File: config.mk
export PLATFORM = sky130hd
export DESIGN_NAME = quad_encoder_counter
export DESIGN_NICKNAME = d
export VERILOG_FILES = /design/src/rtl/qenc_pkg.sv /design/src/rtl/qenc_debounce.sv /design/src/rtl/quad_encoder_counter.sv
export SDC_FILE = /design/constraint.sdc
export NUM_CORES = 1
export LEC_CHECK = 0
export BUFFER_PORTS_ARGS = -buffer_cell sky130_fd_sc_hd__buf_2
export CAP_MARGIN = 20
export CELL_PAD_IN_SITES_DETAIL_PLACEMENT = 2
export CELL_PAD_IN_SITES_GLOBAL_PLACEMENT = 2
export CORE_MARGIN = 4
export CORE_UTILIZATION = 41
export CTS_CLUSTER_DIAMETER = 150
export DETAILED_ROUTE_END_ITERATION = 8
export HOLD_SLACK_MARGIN = 0.08
export MAX_ROUTING_LAYER = met4
export PLACE_DENSITY = 0.95
export REMOVE_ABC_BUFFERS = 1
export SKIP_CTS_REPAIR_TIMING = 1
export SYNTH_ARGS = -nofsm -noshare
export SYNTH_HDL_FRONTEND = slang
export SYNTH_SLANG_ARGS = --single-unit
File: constraint.sdc
create_clock -name clk -period 7.65 [get_ports clk]
set_input_delay 1.53 -clock clk [delete_from_list [all_inputs] [get_ports clk]]
set_output_delay 1.53 -clock clk [all_outputs]
set_load 0.02 [all_outputs]
File: src/rtl/qenc_pkg.sv
// ----------------------------------------------------------------------------
// qenc_pkg
// Shared definitions for the quadrature encoder counter:
//   - Gray-code state values S00/S01/S11/S10 for the {A,B} channel pair
//   - decoding mode selectors MODE_X4 / MODE_X1
//   - step_t classification and qenc_step(), which classifies one
//     {prev, cur} transition as CW, CCW, no event or illegal.
// No ports (package).
// ----------------------------------------------------------------------------
package qenc_pkg;

   localparam logic [1:0] S00 = 2'b00;
   localparam logic [1:0] S01 = 2'b01;
   localparam logic [1:0] S11 = 2'b11;
   localparam logic [1:0] S10 = 2'b10;

   localparam int MODE_X4 = 0;
   localparam int MODE_X1 = 1;

   typedef enum logic [1:0] {
      STEP_NONE = 2'b00,
      STEP_CW   = 2'b01,
      STEP_CCW  = 2'b10,
      STEP_ILL  = 2'b11
   } step_t;

   // Classify one transition. CW order is 00->01->11->10->00.
   function automatic step_t qenc_step(input logic [1:0] prev,
                                       input logic [1:0] cur,
                                       input logic       x1_mode);
      step_t raw;
      case ({prev, cur})
         {S00, S01}, {S01, S11}, {S11, S10}, {S10, S00}: raw = STEP_CW;
         {S00, S10}, {S10, S11}, {S11, S01}, {S01, S00}: raw = STEP_CCW;
         {S00, S11}, {S11, S00}, {S01, S10}, {S10, S01}: raw = STEP_ILL;
         default:                                        raw = STEP_NONE;
      endcase
      // In x1 mode only the edges that land on the detent (00) count:
      // 10->00 (CW) and 01->00 (CCW). Illegal jumps are still reported.
      if (x1_mode && (cur != S00) && (raw != STEP_ILL)) begin
         return STEP_NONE;
      end else begin
         return raw;
      end
   endfunction

endpackage

File: src/rtl/qenc_debounce.sv
// ----------------------------------------------------------------------------
// qenc_debounce
// Two-flop synchroniser followed by a counting debounce filter. The filtered
// value toggles only after the synchronised input has differed from it for
// DEB_CNT consecutive cycles (pin-to-dout latency 2 + DEB_CNT cycles).
// Ports:
//   clk  - system clock
//   rst  - asynchronous active-low reset
//   din  - raw asynchronous input
//   dout - filtered, registered output (0 after reset)
// ----------------------------------------------------------------------------
module qenc_debounce
   import qenc_pkg::*;
#(
   parameter int DEB_CNT  = 80,
   parameter int DEB_BITS = 7
) (
   input  logic clk,
   input  logic rst,
   input  logic din,
   output logic dout
);

   localparam logic [DEB_BITS-1:0] CNT_LAST = DEB_BITS'(DEB_CNT - 1);
   localparam logic [DEB_BITS-1:0] CNT_ONE  = DEB_BITS'(1);
   localparam logic [DEB_BITS-1:0] CNT_ZERO = DEB_BITS'(0);

   logic                sync1_r;
   logic                sync2_r;
   logic                stable_r;
   logic [DEB_BITS-1:0] cnt_r;

   // Metastability guard for the asynchronous pin.
   always_ff @(posedge clk or negedge rst) begin
      if (!rst) begin
         sync1_r <= 1'b0;
         sync2_r <= 1'b0;
      end else begin
         sync1_r <= din;
         sync2_r <= sync1_r;
      end
   end

   // Stability counter: any return to the held value restarts the count.
   always_ff @(posedge clk or negedge rst) begin
      if (!rst) begin
         stable_r <= 1'b0;
         cnt_r    <= CNT_ZERO;
      end else if (sync2_r == stable_r) begin
         cnt_r    <= CNT_ZERO;
      end else if (cnt_r == CNT_LAST) begin
         stable_r <= ~stable_r;
         cnt_r    <= CNT_ZERO;
      end else begin
         cnt_r    <= cnt_r + CNT_ONE;
      end
   end

   assign dout = stable_r;

endmodule

File: src/rtl/quad_encoder_counter.sv
// ----------------------------------------------------------------------------
// quad_encoder_counter
// Synchronises, debounces and quadrature-decodes one A/B encoder pair into
// step pulses and a signed position count.
// Optional feature macro: QENC_INDEX_EN (adds debounced index input idx whose
// rising edge, while ready and enabled, zeroes pos).
// Ports:
//   clk   - 10 MHz system clock
//   rst   - asynchronous active-low reset
//   d1/d2 - raw encoder channels A/B
//   en    - count enable
//   clr   - synchronous clear of pos and err (wins over everything)
//   idx   - raw index input (only with QENC_INDEX_EN)
//   pos   - signed position, CNT_W bits
//   x1/x2 - one-cycle pulse per counted CW / CCW step
//   dir   - direction of last counted step (1 = CW)
//   err   - sticky illegal-transition flag
//   ready - high once the post-reset settle window has elapsed
// ----------------------------------------------------------------------------
module quad_encoder_counter
   import qenc_pkg::*;
#(
   parameter int DEB_CNT  = 80,
   parameter int DEB_BITS = 7,
   parameter int CNT_W    = 16,
   parameter int MODE     = 0,
   parameter int WRAP     = 1
) (
   input  logic             clk,
   input  logic             rst,
   input  logic             d1,
   input  logic             d2,
   input  logic             en,
   input  logic             clr,
`ifdef QENC_INDEX_EN
   input  logic             idx,
`endif
   output logic [CNT_W-1:0] pos,
   output logic             x1,
   output logic             x2,
   output logic             dir,
   output logic             err,
   output logic             ready
);

   // Two spare bits so DEB_CNT+3 always fits even when DEB_CNT = 2^DEB_BITS-1.
   localparam int                  SETTLE_W    = DEB_BITS + 2;
   localparam logic [SETTLE_W-1:0] SETTLE_LAST = SETTLE_W'(DEB_CNT + 3);
   localparam logic [SETTLE_W-1:0] SETTLE_ONE  = SETTLE_W'(1);
   localparam logic [CNT_W-1:0]    POS_MAX     = {1'b0, {(CNT_W-1){1'b1}}};
   localparam logic [CNT_W-1:0]    POS_MIN     = {1'b1, {(CNT_W-1){1'b0}}};
   localparam logic [CNT_W-1:0]    POS_ONE     = CNT_W'(1);
   localparam logic [CNT_W-1:0]    POS_ZERO    = CNT_W'(0);
   localparam logic                X1_MODE     = (MODE == MODE_X1);
   localparam logic                SATURATE    = (WRAP == 0);

   logic                a_s;
   logic                b_s;
   logic [1:0]          cur_s;
   logic [1:0]          prev_r;
   logic [SETTLE_W-1:0] settle_r;
   logic                ready_r;
   logic [CNT_W-1:0]    pos_r;
   logic                x1_r;
   logic                x2_r;
   logic                dir_r;
   logic                err_r;
   step_t               step_s;
   logic                idx_load_s;
   logic [CNT_W-1:0]    pos_inc_s;
   logic [CNT_W-1:0]    pos_dec_s;
   logic [CNT_W-1:0]    pos_nxt_s;
   logic                x1_nxt_s;
   logic                x2_nxt_s;
   logic                dir_nxt_s;
   logic                err_nxt_s;

   qenc_debounce #(.DEB_CNT(DEB_CNT), .DEB_BITS(DEB_BITS)) u_deb_a (
      .clk (clk), .rst (rst), .din (d1), .dout (a_s)
   );

   qenc_debounce #(.DEB_CNT(DEB_CNT), .DEB_BITS(DEB_BITS)) u_deb_b (
      .clk (clk), .rst (rst), .din (d2), .dout (b_s)
   );

   assign cur_s = {a_s, b_s};

`ifdef QENC_INDEX_EN
   logic idx_s;
   logic idx_prev_r;

   qenc_debounce #(.DEB_CNT(DEB_CNT), .DEB_BITS(DEB_BITS)) u_deb_idx (
      .clk (clk), .rst (rst), .din (idx), .dout (idx_s)
   );

   // Previous filtered index level for rising-edge detection.
   always_ff @(posedge clk or negedge rst) begin
      if (!rst) begin
         idx_prev_r <= 1'b0;
      end else begin
         idx_prev_r <= idx_s;
      end
   end

   assign idx_load_s = idx_s & ~idx_prev_r & ready_r & en;
`else
   assign idx_load_s = 1'b0;
`endif

   // Settle window: the filters start from 0, so decoding waits until they
   // have had time to follow the pins present at reset release.
   always_ff @(posedge clk or negedge rst) begin
      if (!rst) begin
         settle_r <= SETTLE_W'(0);
         ready_r  <= 1'b0;
      end else if (!ready_r) begin
         if (settle_r == SETTLE_LAST) begin
            ready_r <= 1'b1;
         end else begin
            settle_r <= settle_r + SETTLE_ONE;
         end
      end
   end

   // Transition classification, suppressed until ready.
   always_comb begin
      if (ready_r) begin
         step_s = qenc_step(prev_r, cur_s, X1_MODE);
      end else begin
         step_s = STEP_NONE;
      end
   end

   assign pos_inc_s = (SATURATE && (pos_r == POS_MAX)) ? pos_r : pos_r + POS_ONE;
   assign pos_dec_s = (SATURATE && (pos_r == POS_MIN)) ? pos_r : pos_r - POS_ONE;

   // Next-state for the counter outputs. Priority: clr > idx > step.
   always_comb begin
      pos_nxt_s = pos_r;
      x1_nxt_s  = 1'b0;
      x2_nxt_s  = 1'b0;
      dir_nxt_s = dir_r;
      err_nxt_s = err_r;
      if (clr) begin
         pos_nxt_s = POS_ZERO;
         err_nxt_s = 1'b0;
      end else begin
         case (step_s)
            STEP_ILL: err_nxt_s = 1'b1;
            STEP_CW: begin
               if (en) begin
                  x1_nxt_s  = 1'b1;
                  dir_nxt_s = 1'b1;
                  pos_nxt_s = pos_inc_s;
               end else begin
                  pos_nxt_s = pos_r;
               end
            end
            STEP_CCW: begin
               if (en) begin
                  x2_nxt_s  = 1'b1;
                  dir_nxt_s = 1'b0;
                  pos_nxt_s = pos_dec_s;
               end else begin
                  pos_nxt_s = pos_r;
               end
            end
            default: pos_nxt_s = pos_r;
         endcase
         // An index load overrides the count but leaves the step pulse alone.
         if (idx_load_s) begin
            pos_nxt_s = POS_ZERO;
         end else begin
            err_nxt_s = err_nxt_s;
         end
      end
   end

   // Output and history registers; prev follows cur every cycle.
   always_ff @(posedge clk or negedge rst) begin
      if (!rst) begin
         prev_r <= S00;
         pos_r  <= POS_ZERO;
         x1_r   <= 1'b0;
         x2_r   <= 1'b0;
         dir_r  <= 1'b0;
         err_r  <= 1'b0;
      end else begin
         prev_r <= cur_s;
         pos_r  <= pos_nxt_s;
         x1_r   <= x1_nxt_s;
         x2_r   <= x2_nxt_s;
         dir_r  <= dir_nxt_s;
         err_r  <= err_nxt_s;
      end
   end

   assign pos   = pos_r;
   assign x1    = x1_r;
   assign x2    = x2_r;
   assign dir   = dir_r;
   assign err   = err_r;
   assign ready = ready_r;

endmodule

# Yosys cells after proc, flatten, opt, wreduce, memory -nomap -nowiden
# Memory sizes are Yosys's and may differ from the RTL's.
# Index checks and enable logic that the tools add are counted.
[totals]
output_inout_bits = 21
latch_bits = 0
ff_bits = 52
elab_cells = 70
in_bits = 6
romBits = 32
n_memories = 1
mem_bits_rw = 0
[memory_table]
columns = ["memory", "words", "width", "read_ports", "rd_clocked_by_memory_dff", "wr", "line", "rtl"]
rows = [
  ["(name not given)", 16, 2, 1, 0, 0, "qenc_pkg.sv:32", "case ({prev, cur})"],
]
[op_classes]
div = 0
mux = 21
eq_ne = 12
n_lt_le_gt_ge = 0
bitwise = 7
addsub = 5
n_reduce_logical = 8
multipliers = 0
shifts = 0
[ops]
columns = ["operator", "n"]
rows = [
  ["$mux W16", 3],
  ["$pmux W16 S2", 1],
  ["$mux W7", 4],
  ["$add A16 B1 Y16 const B", 1],
  ["$sub A16 B1 Y16 const B", 1],
  ["$add A7 B1 Y7 const B", 2],
  ["$eq A7 B7 Y1 const B", 2],
  ["$mux W1", 11],
  ["$add A9 B1 Y9 const B", 1],
  ["$eq A9 B7 Y1 const B", 1],
  ["$not A1 Y1", 7],
  ["$ne A3 B3 Y1 const B", 2],
  ["$reduce_and A2 Y1", 3],
  ["$eq A2 B2 Y1 const B", 2],
  ["$ne A2 B2 Y1 const B", 2],
  ["$reduce_and A4 Y1", 1],
  ["$reduce_bool A2 Y1", 2],
  ["$reduce_and A3 Y1", 1],
  ["$reduce_bool A3 Y1", 1],
  ["$eq A1 B1 Y1", 2],
  ["$eq A2 B1 Y1 const B", 1],
  ["$mux W2", 1],
  ["$pmux W1 S2", 1],
]

# Logic depth before layout (Yosys ltp)
# An unclocked memory read counts as a cell.
[depth]
word_depth = 5
ltp_mapped = 11
mapped_depth_nobuf = 10

# Cells and area by module
# Synthesis repeated with hierarchy kept, for this count alone.
[hier_totals]
cells_unflattened = 313
area_unflattened_um2 = 2989.1
[by_module_without_submodules]
columns = ["module", "instances", "cells_each", "area_per_inst_um2", "seq_area_each_um2"]
rows = [
  ["quad_encoder_counter", 1, 239, 2120.8, 800.8],
  ["qenc_debounce", 2, 37, 434.2, 250.2],
]

# Worst setup path after synthesis
# OpenSTA, ideal clock, no wires.
[synth_timing]
kind = "reg-to-reg"
startpoint = "register u_deb_b.stable_r (netlist: u_deb_b.dout)"
endpoint = "register pos_r[15] (netlist: pos[15])"
path_slack_ns = 4.645
setup_time_ns = 0.071
synth_period_minus_slack_ns = 3.005
t_arrival_ns = 2.933
n_path_buf = 0
stages_incl_launch_ff = 11
required_time_ns = 7.579
path_cell_list = "dfrtp_1 xnor2_1 nand3_1 inv_1 ha_1 a211o_1 a211o_1 a21oi_4 nor2_1 or4b_1 nand4_1"
[synth_via]
elab_chain_cells = 5
elab_cells_between_ends = 10
cone_classes = "eq/ne (4); mux (3); reduce/logical (2); memory (1)"
[synth_rtl]
columns = ["item", "line", "rtl"]
rows = [
  ["start, declared", "qenc_debounce.sv:30", "logic stable_r;"],
  ["start signal, assigned", "qenc_debounce.sv:52", "stable_r <= ~stable_r;"],
  ["$mem_v2 Z16 W2 *", "-", ""],
  ["$mux W2 *", "quad_encoder_counter.sv:127", "if (ready_r) begin"],
  ["$eq A2 B1 Y1 or $eq A2 B2 Y1 (tied branches)", "quad_encoder_counter.sv:148", "case (step_s)"],
  ["$ne A3 B3 Y1 (no source line), or another cell as far along", "-", ""],
  ["$reduce_and A3 Y1 (no source line) or $mux W16 (tied branches)", "-", ""],
  ["end signal, assigned", "quad_encoder_counter.sv:190", "pos_r <= pos_nxt_s;"],
  ["end, declared", "quad_encoder_counter.sv:63", "logic [CNT_W-1:0] pos_r;"],
]
# Every way passes the cells marked *; elsewhere a longest branch is shown, timed or not.
# A chain may end at the register's enable or synchronous reset.

# Worst setup path in the final report
[layout_timing]
startpoint = "register u_deb_a.stable_r (netlist: u_deb_a.dout)"
endpoint = "register pos_r[15] (netlist: pos[15])"
[layout_via]
elab_chain_cells = 5
elab_cells_between_ends = 10
cone_classes = "eq/ne (4); mux (3); reduce/logical (2); memory (1)"
[layout_rtl]
columns = ["item", "line"]
rows = [
  ["start, declared", "qenc_debounce.sv:30"],
  ["start signal, assigned", "qenc_debounce.sv:52"],
  ["$mem_v2 Z16 W2 *", "-"],
  ["$mux W2 *", "quad_encoder_counter.sv:127"],
  ["$eq A2 B1 Y1 or $eq A2 B2 Y1 (tied branches)", "quad_encoder_counter.sv:148"],
  ["$ne A3 B3 Y1 (no source line), or another cell as far along", "-"],
  ["$reduce_and A3 Y1 (no source line) or $mux W16 (tied branches)", "-"],
]
# Marks and branches as above.

==> flow_metrics.tcl <==
set metrics [dict create \
    status "finished, final reports clean" \
    period_share_pct 49.1 \
    first_global_vias 2646 \
    fillers 739 \
    max_stage_delay_ns 0.57 \
    drcViolationCount 0 \
    worstReg2RegEnd "pos[15]" \
    p_switching_mw 0.109 \
    cp_data_arrival_time_ns 4.00 \
    yosysWarnings 0 \
    cts.path.max_buffers 2 \
    io_buffers 26 \
    worst_skew_pair.late_latency_ns 0.30 \
    rows 30 \
    cts_buffers 5 \
    layout.nets 342 \
    hpwl_um 5790 \
    setup_slack_ns 3.89 \
    finalSetupViolCount 0 \
    hp-class "reg -> reg" \
    finClkSkew_ns 0.00450 \
    max_slew_margin_pct 32.0 \
    setup_tns_ns 0 \
    die_y_um 91.7 \
    yosysUniqueCellTypes 50 \
    critPathMaxFanout 18 \
    required_ns 7.89 \
    antenna-diode-count 0 \
    synth_seq_cells 52 \
    p_leak_nw 1.61 \
    path_class "reg -> reg" \
    reg2regPathDepth 10 \
    slew_violations 0 \
    yosysSeqAreaShare_pct 45.3 \
    grt_max_degree 53 \
    antenna_found_initial 0 \
    boundaryPins 27 \
    die_w_um 91.7 \
    initial_core_util_pct 42.3 \
    root_buffer "clkbuf_8" \
    ant_nets 0 \
    netlist_top_cells_area "dfrtp_1 45%, ha_1 7.4%, xor2_1 5.2%" \
    rrSetupSlack_ns 3.89 \
    crit_path_end_kind "flip-flop" \
    intPower_mw 0.347 \
    crit_start "u_deb_a.dout" \
    drt-initial-drc-count 73 \
    synth_top_cell_by_area "dfrtp_1" \
    startpoint_type "flip-flop" \
    cts-htree-levels 2 \
    finalHoldViolCount 0 \
    ys_async_sr_fraction_pct 100 \
    clkSlewWorstSetupHoldPaths_ns 0.10 \
    clkPwrFrac_pct 35.0 \
    via_per_inst 5.66 \
    powerDensity_nw_per_um2 143 \
    crit_path_cell_trace "xor2_1, nand3_1, inv_1, ha_1, a21oi_1, nor2_1, a211oi_1, nand2_1, or4b_1, nand4_1" \
    syn_area_um2 2880 \
    period_needed_ns 3.76 \
    rsz0062_at_grt "no" \
    min-delay-start "u_deb_b.sync1_r" \
    gr-usage-all-layers_pct 19.9 \
    grt_pass1_wl_um 13300 \
    peakVddDrop_uv 84.5 \
    crit_end "pos[15]" \
    combPwrFrac_pct 3.5 \
    synth_cells 292 \
    synth_ff_type "dfrtp_1" \
    maxCapViolations 0 \
    overflow 0 \
    areaGrowthSynthToFinish_pct 10.8 \
    cts.sinks 52 \
    syn_area_per_cell_um2 9.85 \
    seqPwrFrac_pct 61.5 \
    cts_tree "built" \
    max_freq_mhz 266 \
    reg2reg_from "u_deb_a.dout" \
    first_pass_iters 4 \
    coreArea_um2 6790 \
    worstMarginPinSlew_ns 1.02 \
    drive_above_1_share_pct 12.6 \
    globalplace.congestion 0.801 \
    cpMaxStageDelayCell "inv_1" \
    place_ws_ns 3.97 \
    swShare_pct 24.0 \
    synth-edff-count 0 \
    routed_wl_um 7830 \
    post_drt_wl_per_cell_um 18.9 \
    routed-via-count 2342 \
    yosysTopAreaCellShare_pct 45.3 \
    dieArea_um2 8420 \
]
sequential cells by signal, indices dropped and copies added (netlist names):
name	count
u_deb_b.cnt_r	7
u_deb_a.sync2_r	1
u_deb_b.sync1_r	1
settle_r	9
u_deb_a.dout	1
x2	1
u_deb_b.dout	1
u_deb_b.sync2_r	1
x1	1
prev_r	2
u_deb_a.sync1_r	1
err	1
pos	16
ready	1
u_deb_a.cnt_r	7
dir	1
synth_stat cells, drive strengths merged (2+ instances only):
library cell,number
nor2,28
xnor2,15
a21oi,22
xor2,17
o21ai,4
nor3,7
nor4,2
nand4b,2
dfrtp,52
nand3,11
mux2,3
a211oi,6
buf,2
clkbuf,6
ha,17
a211o,2
inv,8
and3,6
o22ai,2
and2,4
o211ai,2
a31oi,3
a21o,8
nand3b,4
nand2,29
nand4,4
nor2b,5
layer usage:
metal / share of wire, % / GRT usage (%) / vias to the layer above
li1: - / - / 1083
met4: 0.72 / 3.09 / 0
met3: 3.1 / 2.54 / 6
met5: 0 / - / -
met2: 55 / 37.6 / 53
met1: 42 / 23.0 / 1200
layout by cell type (no fill, tap or decap), types with 5 or more instances in the layout:
| cell | n |
|---|---|
| buf_2 | 26 |
| a21oi_1 | 21 |
| nor2b_1 | 5 |
| nand3_1 | 11 |
| ha_1 | 17 |
| a21o_1 | 8 |
| and3_1 | 6 |
| a211oi_1 | 6 |
| inv_1 | 8 |
| clkbuf_8 | 5 |
| dfrtp_1 | 52 |
| nor2_1 | 28 |
| nor3_1 | 7 |
| nand2_1 | 29 |
| xor2_1 | 17 |
| xnor2_1 | 15 |
power by group through the flow:
stage                     clock network (mW)  logic, mW  registers (mW)
after floorplan                            0    0.00543           0.285
after global placement                     0     0.0158           0.286
after detailed placement                   0     0.0168           0.286
after CTS                              0.167     0.0169           0.281
after global routing                   0.176     0.0189           0.281
final                                  0.160     0.0161           0.281
cell type report:
type                    count  area, µm²  area share, %
clock buffers               5       68.8           2.16
multi-input cells         224       1510           47.4
inverters                   8       30.0          0.943
well taps                  96        120           3.77
repair buffers             27        138           4.32
flip-flops and latches     52       1300           40.8
clock inverters             2       16.3          0.511
metrics by stage:
| stage | cells | instance area, µm² | utilization, % | total power, mW | hold WS, ns |
|---|---|---|---|---|---|
| finish | 414 | 3190 | 46.9 | 0.456 | 0.365 |
| floorplan | 284 | 2840 | - | 0.291 | 0.331 |
| detailed placement | 407 | 3100 | 45.6 | 0.303 | 0.345 |
| CTS | 414 | 3190 | 46.9 | 0.465 | 0.373 |
| global placement | 407 | 3100 | 45.6 | 0.301 | 0.336 |
| global route | 414 | 3190 | 46.9 | 0.476 | 0.382 |
worst max-delay path, delay by kind of cell (launching register included):
family	cells	cell delay, ns
XOR/XNOR	1	0.34
AO/OA/AOI/OAI	2	0.80
flip-flops	1	0.47
buffers and inverters	1	0.57
AND/OR/NAND/NOR	5	1.08
adder cells (fa/ha/maj)	1	0.44
cell families (layout without fill, tap and decap cells):
family,after synthesis,count (layout),share of synthesized area [%]
muxes,4,4,1.52
buffers and inverters,16,42,2.18
xor gates and xnor gates,32,32,9.75
adders and majority gates,18,18,8.09
AOI/OAI and AO/OA,59,59,13.8
DFF,52,52,45.3
and+or+nand+nor,111,111,19.4
how the worst min path moves through the flow:
stage                     slack, ns              end  cells past startpoint
after floorplan                0.33  u_deb_a.sync2_r                      0
after global placement         0.34  u_deb_a.sync2_r                      0
after detailed placement       0.34  u_deb_b.sync2_r                      0
after CTS                      0.37  u_deb_b.sync2_r                      0
after global routing           0.38  u_deb_b.sync2_r                      0
final                          0.36  u_deb_b.sync2_r                      0
(Power assumes the default switching activity.)
